==> src/rtl/alu_share_arbiter.sv <==
// Two-requester round-robin arbiter and sequencer for one shared ALU.
// A granted request runs IDLE -> EXEC -> RESP. The ALU result is captured in EXEC
// and then held on the winner's response channel until that requester takes it.
module alu_share_arbiter #(
  parameter int DATA_W = 32,
  parameter int CTRL_W = 4
) (
  input  logic              clk,
  input  logic              rst,
  input  logic              req0_valid,
  output logic              req0_ready,
  input  logic [DATA_W-1:0] req0_a,
  input  logic [DATA_W-1:0] req0_b,
  input  logic [CTRL_W-1:0] req0_ctrl,
  input  logic              req1_valid,
  output logic              req1_ready,
  input  logic [DATA_W-1:0] req1_a,
  input  logic [DATA_W-1:0] req1_b,
  input  logic [CTRL_W-1:0] req1_ctrl,
  output logic              rsp0_valid,
  input  logic              rsp0_ready,
  output logic [DATA_W-1:0] rsp0_result,
  output logic              rsp0_zero,
  output logic              rsp1_valid,
  input  logic              rsp1_ready,
  output logic [DATA_W-1:0] rsp1_result,
  output logic              rsp1_zero,
  output logic [DATA_W-1:0] alu_operand_a,
  output logic [DATA_W-1:0] alu_operand_b,
  output logic [CTRL_W-1:0] alu_control,
  input  logic [DATA_W-1:0] alu_result,
  input  logic              alu_zero,
  output logic              busy
);

  typedef enum logic [1:0] {IDLE, EXEC, RESP} state_t;

  state_t            state;
  logic              prio;
  logic              gnt;
  logic [DATA_W-1:0] op_a;
  logic [DATA_W-1:0] op_b;
  logic [CTRL_W-1:0] ctrl_q;
  logic [DATA_W-1:0] res_q;
  logic              zero_q;
  logic              rsp0_q;
  logic              rsp1_q;
  logic              busy_q;
  logic              grant0;
  logic              grant1;
  logic              rsp_take;

  // Pick the winner in IDLE. This path uses only the valids, the state and prio.
  always_comb begin
    grant0 = 1'b0;
    grant1 = 1'b0;
    if (state == IDLE) begin
      if (req0_valid && (!req1_valid || !prio)) begin
        grant0 = 1'b1;
      end else if (req1_valid) begin
        grant1 = 1'b1;
      end
    end
  end

  assign req0_ready = grant0;
  assign req1_ready = grant1;
  assign rsp_take   = gnt ? rsp1_ready : rsp0_ready;

  // Sequencer: latch the winning request, capture the ALU output, hold the response.
  always_ff @(posedge clk) begin
    if (rst) begin
      state  <= IDLE;
      prio   <= 1'b0;
      gnt    <= 1'b0;
      op_a   <= '0;
      op_b   <= '0;
      ctrl_q <= '0;
      res_q  <= '0;
      zero_q <= 1'b0;
      rsp0_q <= 1'b0;
      rsp1_q <= 1'b0;
      busy_q <= 1'b0;
    end else begin
      unique case (state)
        IDLE: begin
          if (grant0 || grant1) begin
            op_a   <= grant1 ? req1_a    : req0_a;
            op_b   <= grant1 ? req1_b    : req0_b;
            ctrl_q <= grant1 ? req1_ctrl : req0_ctrl;
            gnt    <= grant1;
            busy_q <= 1'b1;
            state  <= EXEC;
          end
        end
        EXEC: begin
          res_q  <= alu_result;
          zero_q <= alu_zero;
          rsp0_q <= ~gnt;
          rsp1_q <= gnt;
          state  <= RESP;
        end
        RESP: begin
          if (rsp_take) begin
            rsp0_q <= 1'b0;
            rsp1_q <= 1'b0;
            prio   <= ~gnt;
            busy_q <= 1'b0;
            state  <= IDLE;
          end
        end
        default: state <= IDLE;
      endcase
    end
  end

  assign alu_operand_a = op_a;
  assign alu_operand_b = op_b;
  assign alu_control   = ctrl_q;
  assign rsp0_valid    = rsp0_q;
  assign rsp1_valid    = rsp1_q;
  assign rsp0_result   = res_q;
  assign rsp1_result   = res_q;
  assign rsp0_zero     = zero_q;
  assign rsp1_zero     = zero_q;
  assign busy          = busy_q;

endmodule
==> config.mk <==
export PLATFORM = sky130hd
export DESIGN_NAME = alu_share_arbiter
export DESIGN_NICKNAME = d
export VERILOG_FILES = /design/src/rtl/alu_share_arbiter.sv
export SDC_FILE = /design/constraint.sdc
export NUM_CORES = 1
export LEC_CHECK = 0
export CAP_MARGIN = 20
export CORE_AREA = 2 2 123 125
export CTS_CLUSTER_SIZE = 28
export DETAILED_ROUTE_END_ITERATION = 10
export DIE_AREA = 0 0 125 127
export HOLD_SLACK_MARGIN = 0.08
export PLACE_DENSITY = 0.79
export SYNTH_ARGS = -nofsm -noshare
export SYNTH_HDL_FRONTEND = slang
export SYNTH_SLANG_ARGS = --single-unit
export TNS_END_PERCENT = 30
==> constraint.sdc <==
create_clock -name clk -period 3.2 [get_ports clk]
set_input_delay 0.32 -clock clk [delete_from_list [all_inputs] [get_ports clk]]
set_output_delay 0.32 -clock clk [all_outputs]
set_load 0.005 [all_outputs]
==> out/results.ini <==
[power]
powerDensity_nw_per_um2=481
ir_worst_vdd_mv=0.309
p_total_uw=4060
power_leakage_uw=0.00282

[logic_synthesis]
synth_top_area_share_pct=41.7
synth_warnings=0
synthFlopType=dfxtp_1
synthDistinctLibCells=30
synth-edff-count=0
ys_ff_latch=108
syn_area_um2=5180
syn-mean-instance-area_um2=8.30
synth.most_common_cell=dfxtp_1
synthTopCellsByArea=dfxtp_1, a21oi_1, nand4_1, a311oi_1, a311oi_2
syn-instance-count=624
synth_nets=799
ys_seq_area_share_pct=41.7
async_reset_ff_share_pct=0
yosys.area.top_type=dfxtp_1
synth_commonest_cells=dfxtp_1, a21oi_1, nand2_1, nand4_1, clkbuf_1

[placed_design]
routabilityCongestion=0.786
place_area_um2=8110
dp_hpwl_um=12900
place_inst=1019
io_buffers=313

[setup_path]
crit_fanout=29
r2r_setup_slack_ns=1.09
worstPathArrival_ns=2.07
path_class=flip-flop to output port
crit_required_ns=2.88
critPathLaunchType=flip-flop
setup.worst_path.end_class=output port

[detailed_routing]
viasPerCell=5.65
antenna_left=0
first_pass_iters=5
vias=5852
first_iter_violations=403
drcViolationCount=0
routed_wl_um=19100
wl_per_cell_um=18.5

[cts]
max-clock-path-buffers=2
cts_buffers=9
cts_hold_buf=0
cts_resized=0
cts_tree=yes
htreeDepth=3
cts_root_buf=clkbuf_16
path_clk_slew_ns=0.07
clk_latency_ns=0.35
cts_num_sinks=108
cts_setup_buffers=0

[timing]
rsz0062_at_grt=no
fin_crit_sh_pct=74.8
hold_viol=0
fin_crit_ns=2.39
fin_tns_setup_ns=0
worst_pin_slew_ns=0.795
fmax_mhz=418
final.setup_skew_ns=0.00718
drv_slew=0
slew-limit-headroom_pct=47.0
setup_viol=0

[die]
start_util_pct=35.9
placementRows=44
die-area_um2=15900
chipHeight_um=127
io_pins=314
coreArea_um2=14400
die_width_um=125

[global_routing]
grt_overflow_total=0
grt_usage_pct=22.9
antenna_found_initial=0
grt_pass1_wl_um=29400
grt_max_degree=113
first_global_vias=5449

[cells_and_area]
multiInputGateArea_um2=2440
stdcell_area_um2=8450
finalNetCount=1021
regArea_um2=2160
fin_cells=1035
diodes=0
nFillCells=1294
areaGrowthSynthToFinish_pct=63.1
drive_above_1_share_pct=6.70

[worst_hold_path]
hold_class=input pin to flip-flop

[job]
cap_viol_max_count=0

[status]
status=completed

==> cells by family after synthesis <==
family | Yosys count | synth area share [%]
AOI/OAI and AO/OA | 246 | 31.4
buffers and inverters | 115 | 11.5
DFF | 108 | 41.7
muxes | 2 | 0.386
and+or+nand+nor | 153 | 15.0
==> final cells by class <==
| cell class | instances | share of cell area (%) |
|---|---|---|
| timing repair buffer | 325 | 38.8 |
| multi-input combinational | 401 | 28.9 |
| sequential | 108 | 25.6 |
| clock buffer | 13 | 3.20 |
| tap | 184 | 2.72 |
| clock inverter | 3 | 0.799 |
| inverter | 1 | 0.0444 |
==> flip-flops by register name (all words and copies together), names as in the netlist <==
name	cells
rsp1_valid	1
alu_control	4
busy	1
rsp0_zero	1
prio	1
alu_operand_b	32
rsp0_valid	1
state	2
alu_operand_a	32
gnt	1
rsp0_result	32
==> layout by cell type (no fill, tap or decap), drive strengths merged <==
cell type | synthesis | layout
a2111oi | 1 | 1
a21boi | 1 | 1
a21oi | 104 | 104
a311oi | 68 | 68
and2 | 1 | 1
and2b | 1 | 1
and3 | 1 | 1
and3b | 1 | 1
buf | 51 | 14
bufinv | 0 | 2
clkbuf | 63 | 13
clkdlybuf4s50 | 0 | 311
clkinvlp | 0 | 1
dfxtp | 108 | 108
inv | 1 | 1
mux2i | 2 | 2
nand2 | 68 | 68
nand2b | 4 | 4
nand4 | 68 | 68
nor2 | 5 | 5
nor2b | 1 | 1
nor3 | 1 | 1
o21ai | 70 | 70
o21ba | 1 | 1
o21bai | 1 | 1
or2 | 1 | 1
or3b | 1 | 1
==> where the power goes <==
group / total [uW] / switching, uW / internal [uW]
logic: 1230 / 559 / 668
clock network: 1250 / 502 / 751
registers: 1580 / 89.8 / 1490
==> stage by stage <==
stage / utilization, % / hold WS, ns / setup slack [ns]
2_1_floorplan: - / 0.456 / 1.60
3_3_place_gp: 56.3 / 0.454 / 0.847
3_5_place_dp: 56.3 / 0.462 / 0.755
4_1_cts: 58.6 / 0.392 / 0.783
5_1_grt: 58.6 / 0.419 / 0.686
6_report: 58.6 / 0.421 / 0.805
==> metal layers <==
layer  GRT usage [%]  up-vias  part of all wire [%]
li1                -     2752                     -
met3            6.83       40                   8.6
met2            38.5      294                    49
met5               0        -                     0
met1            27.2     2766                    39
met4            10.1        0                   3.4
==> final timing paths <==
| path | startpoint | to | depth (start not counted) |
|---|---|---|---|
| setup / recovery | state[1] | req0_ready | 3 |
| hold / removal | req1_valid | alu_operand_b[24] | 3 |
| setup reg to reg | state[1] | alu_operand_a[29] | 4 |
| hold reg to reg | rsp0_result[20] | rsp0_result[20] | 2 |
==> worst max-delay path, stage by stage (launching register included) <==
cell	delay [ns]
dfxtp_1	0.38
nor2_4	0.59
and3_1	0.26
clkdlybuf4s50_1	0.50
(Power assumes the default switching activity.)
